$ cat config.mk
export PLATFORM = sky130hd
export DESIGN_NAME = dct_mac_accum
export DESIGN_NICKNAME = d
export VERILOG_FILES = /design/src/rtl/dctq_pkg.sv /design/src/rtl/dct_round_sat.sv /design/src/rtl/dct_mac_accum.sv
export SDC_FILE = /design/constraint.sdc
export NUM_CORES = 1
export LEC_CHECK = 0
export CAP_MARGIN = 20
export CELL_PAD_IN_SITES_DETAIL_PLACEMENT = 0
export CELL_PAD_IN_SITES_GLOBAL_PLACEMENT = 2
export CORE_MARGIN = 3
export CORE_UTILIZATION = 38
export CTS_CLUSTER_SIZE = 8
export DETAILED_ROUTE_END_ITERATION = 10
export PLACE_DENSITY_LB_ADDON = 0.25
export SYNTH_ARGS = -nofsm -noshare
export SYNTH_HDL_FRONTEND = slang
export SYNTH_SLANG_ARGS = --single-unit
$ cat constraint.sdc
create_clock -name clk -period 4.8 [get_ports clk]
set_input_delay 0.72 -clock clk [delete_from_list [all_inputs] [get_ports clk]]
set_output_delay 0.72 -clock clk [all_outputs]
set_load 0.05 [all_outputs]
$ cat src/rtl/dctq_pkg.sv
// Shared DCTQ datapath widths and signed sample types.
package dctq_pkg;

    localparam int DCTQ_PROD_W = 16;
    localparam int DCTQ_ACC_W  = 19;
    localparam int DCTQ_OUT_W  = 12;
    localparam int DCTQ_N      = 8;

    typedef logic signed [DCTQ_PROD_W-1:0] prod_t;
    typedef logic signed [DCTQ_ACC_W-1:0]  acc_t;
    typedef logic signed [DCTQ_OUT_W-1:0]  coef_t;

endpackage

$ cat src/rtl/dct_round_sat.sv
// Combinational rounding arithmetic right shift (half toward +inf) followed by
// saturation of an accumulator sum to a signed output coefficient.
module dct_round_sat
    import dctq_pkg::*;
#(
    parameter int ACC_W = DCTQ_ACC_W,
    parameter int OUT_W = DCTQ_OUT_W,
    parameter int SHIFT = 3
) (
    input  logic signed [ACC_W-1:0] sum_i,
    output logic signed [OUT_W-1:0] coef_o,
    output logic                    sat_o
);

    // One guard bit so adding the rounding constant can never wrap.
    localparam int EXT_W = ACC_W + 1;
    // Half an LSB of the shifted result; evaluates to 0 when SHIFT is 0.
    localparam int HALF  = (1 << SHIFT) >> 1;

    localparam logic signed [EXT_W-1:0] MAX_E   = EXT_W'((1 << (OUT_W - 1)) - 1);
    localparam logic signed [EXT_W-1:0] MIN_E   = ~MAX_E;
    localparam logic signed [OUT_W-1:0] OUT_MAX = {1'b0, {(OUT_W-1){1'b1}}};
    localparam logic signed [OUT_W-1:0] OUT_MIN = {1'b1, {(OUT_W-1){1'b0}}};

    function automatic logic signed [EXT_W-1:0] round_shift(input logic signed [ACC_W-1:0] s);
        logic signed [EXT_W-1:0] e;
        e = {s[ACC_W-1], s};
        e = e + EXT_W'(HALF);
        return e >>> SHIFT;
    endfunction

    // Result packs {sat, coef}.
    function automatic logic [OUT_W:0] saturate(input logic signed [EXT_W-1:0] r);
        if (r > MAX_E) begin
            return {1'b1, OUT_MAX};
        end else if (r < MIN_E) begin
            return {1'b1, OUT_MIN};
        end else begin
            return {1'b0, r[OUT_W-1:0]};
        end
    endfunction

    // Round then clip the incoming sum.
    always_comb begin
        {sat_o, coef_o} = saturate(round_shift(sum_i));
    end

endmodule

$ cat src/rtl/dct_mac_accum.sv
// Sums N_TERMS signed products into one DCT coefficient, rounds/saturates it
// and holds it in a one-entry valid/ready output buffer for the quantizer.
module dct_mac_accum
    import dctq_pkg::*;
#(
    parameter int PROD_W  = DCTQ_PROD_W,
    parameter int N_TERMS = DCTQ_N,
    parameter int ACC_W   = DCTQ_ACC_W,
    parameter int SHIFT   = 3,
    parameter int OUT_W   = DCTQ_OUT_W,
    parameter int N_COEF  = DCTQ_N,
    localparam int IDX_W  = (N_COEF > 1) ? $clog2(N_COEF) : 1
) (
    input  logic                     clk,
    input  logic                     rst,
    input  logic                     in_valid,
    output logic                     in_ready,
    input  logic signed [PROD_W-1:0] in_prod,
    output logic                     out_valid,
    input  logic                     out_ready,
    output logic signed [OUT_W-1:0]  out_coef,
    output logic                     out_sat,
    output logic [IDX_W-1:0]         out_idx
);

    localparam int CNT_W = (N_TERMS > 1) ? $clog2(N_TERMS) : 1;

    logic signed [ACC_W-1:0] acc_q, acc_d;
    logic [CNT_W-1:0]        term_cnt_q, term_cnt_d;
    logic [IDX_W-1:0]        coef_cnt_q, coef_cnt_d;
    logic                    out_valid_q, out_valid_d;
    logic signed [OUT_W-1:0] out_coef_q, out_coef_d;
    logic                    out_sat_q, out_sat_d;
    logic [IDX_W-1:0]        out_idx_q, out_idx_d;

    logic                    last_term;
    logic                    accept;
    logic signed [ACC_W-1:0] prod_ext;
    logic signed [ACC_W-1:0] sum;
    logic signed [OUT_W-1:0] rs_coef;
    logic                    rs_sat;

    // Only the final term of a group can stall, and only while the buffer is
    // full and not being drained on this edge.
    assign last_term = (term_cnt_q == CNT_W'(N_TERMS - 1));
    assign in_ready  = !(last_term && out_valid_q && !out_ready);
    assign accept    = in_valid && in_ready;
    assign prod_ext  = {{(ACC_W-PROD_W){in_prod[PROD_W-1]}}, in_prod};
    assign sum       = acc_q + prod_ext;

    dct_round_sat #(
        .ACC_W (ACC_W),
        .OUT_W (OUT_W),
        .SHIFT (SHIFT)
    ) u_round_sat (
        .sum_i  (sum),
        .coef_o (rs_coef),
        .sat_o  (rs_sat)
    );

    // Next-state: accumulate, close a group on its final term, manage the buffer.
    always_comb begin
        acc_d       = acc_q;
        term_cnt_d  = term_cnt_q;
        coef_cnt_d  = coef_cnt_q;
        out_valid_d = out_valid_q;
        out_coef_d  = out_coef_q;
        out_sat_d   = out_sat_q;
        out_idx_d   = out_idx_q;

        if (accept) begin
            if (last_term) begin
                acc_d      = '0;
                term_cnt_d = '0;
                coef_cnt_d = (coef_cnt_q == IDX_W'(N_COEF - 1)) ? '0 : coef_cnt_q + IDX_W'(1);
            end else begin
                acc_d      = sum;
                term_cnt_d = term_cnt_q + CNT_W'(1);
            end
        end

        // A new coefficient wins over a drain, so simultaneous drain+load keeps valid high.
        if (accept && last_term) begin
            out_valid_d = 1'b1;
            out_coef_d  = rs_coef;
            out_sat_d   = rs_sat;
            out_idx_d   = coef_cnt_q;
        end else if (out_ready) begin
            out_valid_d = 1'b0;
        end
    end

    // State registers; reset drops any partial sum and pending coefficient.
    always_ff @(posedge clk or posedge rst) begin
        if (rst) begin
            acc_q       <= '0;
            term_cnt_q  <= '0;
            coef_cnt_q  <= '0;
            out_valid_q <= 1'b0;
            out_coef_q  <= '0;
            out_sat_q   <= 1'b0;
            out_idx_q   <= '0;
        end else begin
            acc_q       <= acc_d;
            term_cnt_q  <= term_cnt_d;
            coef_cnt_q  <= coef_cnt_d;
            out_valid_q <= out_valid_d;
            out_coef_q  <= out_coef_d;
            out_sat_q   <= out_sat_d;
            out_idx_q   <= out_idx_d;
        end
    end

    assign out_valid = out_valid_q;
    assign out_coef  = out_coef_q;
    assign out_sat   = out_sat_q;
    assign out_idx   = out_idx_q;

endmodule

== Yosys cells after proc, flatten, opt, wreduce, memory -nomap -nowiden ==
Index checks and enable logic that the tools add are counted.
W data, S select, Z words.

* Register bits after elaboration: 42
* Bits in latches: 0
* Bits in writable memories: 0
* Memory bits (read-only): 0
* Bits of input ports: 20
* Output and inout bits: 18
* Word-level logic and storage cells: 30
* Memories: 0

* $add $sub $neg: 4
* Multiply operators: 0
* Div/mod/pow operators: 0
* $lt $le $gt $ge: 2
* Equality and inequality tests: 2
* Shift operators: 0
* Multiplexer cells: 7
* Bitwise logic cells: 0
* Reduce and logical (&&, ||, !) cells: 8

{| class="wikitable"
|+ Operator list
! kind !! count
|-
| $mux W13 || 2
|-
| $add A19 B4 Y20 const B || 1
|-
| $add A19 B16 Y19 || 1
|-
| $mux W19 || 1
|-
| $gt A17 B12 Y1 const B || 1
|-
| $lt A17 B12 Y1 const B || 1
|-
| $add A3 B1 Y3 const B || 2
|-
| $eq A3 B3 Y1 const B || 2
|-
| $mux W3 || 2
|-
| $logic_and A1 B1 Y1 || 4
|-
| $logic_not A1 Y1 || 2
|-
| $mux W1 || 2
|-
| $reduce_and A2 Y1 || 1
|-
| $reduce_bool A2 Y1 || 1
|}

== Depth between registers and ports, before layout ==
* Depth in word-level cells: 7
* Gate-level depth with buffers: 13
* Mapped depth without buffers: 11

== Hierarchy ==
Synthesis repeated with hierarchy kept, for this count alone.

* Cell total of the unflattened synthesis: 334
* Area, all modules: 3224.3 um2

{| class="wikitable"
|+ By module, submodules not included
! module !! times used !! cells an instance !! area an instance (um2) !! sequential area each (um2)
|-
| dct_mac_accum || 1 || 264 || 2715.1 || 1051.0
|-
| dct_round_sat || 1 || 70 || 509.2 || 0.0
|}

== Least setup slack after synthesis ==
Ideal clock, no wire load.

* Path kind: in2reg
* Start: input in_prod[0]
* End: register out_coef_q[10], in the netlist out_coef[10]
* Setup time: 0.127 ns
* Data arrival time: 3.453 ns
* Data required time: 4.673 ns
* Slack: 1.220 ns
* Cell stages on the path: 12
* Path buffers: 1
* Path through: ha_1 > fa_1 > a211o_1 > a21oi_2 > o211ai_2 > a2bb2oi_1 > nand2_1 > a2111oi_0 > a2bb2oi_1 > o211a_1 > buf_6 > o32ai_2

* Longest elaborated chain between the ends: 5
* Elaborated cells on any way between the ends: 6
* Classes of those cells: add/sub (2); order compare (2); mux (2)

{| class="wikitable"
|+ RTL lines
! element !! line !! RTL
|-
| start, declared || dct_mac_accum.sv:18 || <nowiki>input logic signed [PROD_W-1:0] in_prod,</nowiki>
|-
| $add A19 B16 Y19 (*) || dct_mac_accum.sv:49 || <nowiki>assign sum = acc_q + prod_ext;</nowiki>
|-
| $add A19 B4 Y20 (*) || dct_round_sat.sv:28 || <nowiki>e = e + EXT_W'(HALF);</nowiki>
|-
| $lt A17 B12 Y1 || dct_round_sat.sv:36 || <nowiki>end else if (r < MIN_E) begin</nowiki>
|-
| $mux W13 || dct_round_sat.sv:36 ||
|-
| $mux W13 (*) || dct_round_sat.sv:34 || <nowiki>if (r > MAX_E) begin</nowiki>
|-
| end signal, assigned || dct_mac_accum.sv:108 || <nowiki>out_coef_q <= out_coef_d;</nowiki>
|-
| end, declared || dct_mac_accum.sv:32 || <nowiki>logic signed [OUT_W-1:0] out_coef_q, out_coef_d;</nowiki>
|}

Mark *: on every way between the ends. The rest lies on a longest branch, timed or not.
A chain may end at the register's enable or synchronous reset.

== Worst setup path in the final report ==
* Start: input in_prod[0]
* End: register out_coef_q[9], in the netlist out_coef[9]

Same word-level chain as after synthesis.

==> run metrics <==
status=finished clean; synth unique cells=74; critical path's slowest cell=a2111oi_0; Remaining DRCs=0; clk slew on worst S/H paths=90 ps; fin. max-slew vios=0; post-synth top area share=around a third; DP Wirelength=between 6 and 7 mm; post-DR vias/cell=around 5.6; post-layout minimum cycle time=~4200 ps; reg-to-reg endpoint=out_coef[9]; flops & latches, synth=42; CTS tree=built; htree depth=2; Resized cells post-CTS=0; Routed wire per std cell=~17 µm; Mapped Cells=348; Sink Count=42; most frequent cells after synthesis=48 x nand2_1, 42 x dfrtp_1, 26 x nor2_1; Avg Cell Area, Syn=9.46 µm²; leading area contributor after synthesis=dfrtp_1; initial core utilization=a little under 40%; fill count=824; initial antenna violation count=0; crit-path max cell delay=430 ps; final hold vios=0; Port-buffer cells=37; crit end category=flip-flop; num ports=38; synth warn=0; EDFF count, synth=0; hold crit path type=reg -> reg; first-pass GRT wire length=~14 mm; non-filler cells, final=496; synthesized net count=392; max-cap viol count=0; fmax=roughly 0.24 GHz; RSZ-0062 raised after global routing=false; Die W=99.1 µm; setup bufs post-CTS=0; placed insts=486; worst skew pair latency=approximately 300 ps; r2r setup slk=1070 ps; Global Route Usage Sum=17.5%; CTS root buffer=clkbuf_8; CP Class=in -> reg; layout cells sized above 1=13.3%; vias in the first global route=2,684; worst slew pin tran=~640 ps; Post-Syn Area=3290 µm²; Post-CTS Hold Buffers=0; crit-path cells=clkdlybuf4s50_1, ha_1, fa_1, a211o_1, a21oi_2, o211ai_2, a2bb2oi_1, nand2_1, a2111oi_0, a2bb2oi_1, o211a_1, o32ai_2; final worst-path cycle share=87.2%; vias=2,758; area of the core=8300 µm²; worst reg2reg startpoint=acc_q[0]; worst hold start=acc_q[0]; register area share after synthesis=31.9%; Area contributors post-synth=dfrtp_1 32%, ha_1 8.7%, nand2_1 5.5%; ys async rst share=100%; Placer Congestion=about 0.83; final setup violation count=0; Final #Nets=about 430; dominant cell by count in the synthesized netlist=nand2_1; worst r2r path cells=11; Critical Path AT=about 4400 ps; final WL=8.30 mm; DIE AREA=9810 µm²; CTS Buf Count=5; total power draw=3160 µW; Top FF cell, synth=dfrtp_1; Worst path most repeated cell=a2bb2oi_1; initial DRC count=102; ant diodes=0; setup tns final=0 ps; Longest Clk Path Bufs=2; startpoint types=input pin; FP Rows=33; largest net degree at the start of global routing=29; total gr overflow=0; CP required=4970 ps; skew final=around 12 ps; Area Growth Syn to Fin=18.7%; First-pass DRT Iterations=4; hold endpoint=acc_q[0]; Hold WS=around 480 ps; Leak Pwr=approximately 0.0017 µW; Hold Crit Depth=2; Max-slew headroom=57.2%; CP max FO=10; Die Ht=99.1 µm; Power Dens Cells=810 nW/µm²; Post-DRT Antenna Nets=0; Max rail drop VDD=0.321 mV
area by class of cell:
cell class	count	area [µm²]	share of cell area [%]
Clock inverter	3	43.8	1.12
Sequential cell	42	1050	26.9
Multi-Input combinational cell	286	2100	53.8
Tap cell	105	131	3.36
Timing Repair Buffer	49	488	12.5
Clock buffer	5	68.8	1.76
Inverter	6	22.5	0.577
cell usage in the layout, fill, tap and decap left out, types with 3 or more instances in the layout:
master           Yosys  routed
xnor2_1             11      11
nand2_1             48      48
inv_1                5       5
nor2_1              26      26
a31oi_1              3       3
o211ai_1             3       3
dfrtp_1             42      42
and4_1               3       3
nand3b_1             3       3
a22o_1              14      14
nor3_1               3       3
o22ai_1              9       9
a211oi_1             3       3
ha_1                23      23
a21oi_1             19      19
nand3_1             15      15
nand4_1              5       5
mux2i_1              4       4
clkbuf_8             1       5
clkdlybuf4s50_1      0      37
o21ai_0             15      15
xor2_1               9       9
o32ai_2              3       3
or3_1                3       3
a21o_1               6       6
buf_4                0      10
flip-flops by register name, summed over array words and instances (netlist names):
signal	count
out_sat	1
coef_cnt_q	3
out_idx	3
acc_q	19
term_cnt_q	3
out_valid	1
out_coef	12
routing by layer:
layer / vias up / share of wire (%) / track usage [%]
li1: 1383 / - / -
met1: 1322 / 47 / 24.4
met2: 47 / 49 / 29.2
met3: 6 / 3.0 / 2.19
met4: 0 / 1.1 / 3.57
met5: - / 0 / 0
worst max-delay path: cells and delay by family:
kind                       cells  cell delay (ps)
AOI/OAI and AO/OA              8             2370
adders and majority gates      2              650
buffers and inverters          1              400
and+or+nand+nor                1              210
worst max path at each step:
stage / depth (start not counted) / startpoint / end / slack, ps
2_1_floorplan: 12 / in_prod[0] / out_coef[10] / 1220
3_3_place_gp: 12 / in_prod[0] / out_coef[9] / 410
3_5_place_dp: 12 / in_prod[0] / out_coef[9] / 330
4_1_cts: 12 / in_prod[0] / out_coef[9] / 610
5_1_grt: 12 / in_prod[0] / out_coef[0] / 300
6_report: 12 / in_prod[0] / out_coef[9] / 620
report_power, final:
| group | switching (µW) | total (µW) | internal, µW |
|---|---|---|---|
| registers | 101 | 619 | 518 |
| logic | 1330 | 2250 | 913 |
| clock network | 138 | 295 | 156 |
logic make-up after synthesis:
| family | Yosys count | share of synthesized area, % |
|---|---|---|
| adder cells (fa/ha/maj) | 24 | 9.35 |
| buffers and inverters | 20 | 4.26 |
| multiplexers | 5 | 1.56 |
| AND/OR/NAND/NOR | 126 | 19.8 |
| flip-flops | 42 | 31.9 |
| AO/OA/AOI/OAI | 108 | 25.9 |
| XOR/XNOR | 23 | 7.15 |
per-stage QoR:
stage / utilization, % / area, µm² / setup WS, ps
2_1_floorplan: - / 3290 / 1220
3_5_place_dp: 45.2 / 3750 / 325
6_report: 47.1 / 3910 / 616
4_1_cts: 46.5 / 3860 / 608
5_1_grt: 47.1 / 3910 / 303
3_3_place_gp: 45.2 / 3750 / 409
Power figures use the tool's default switching activity.
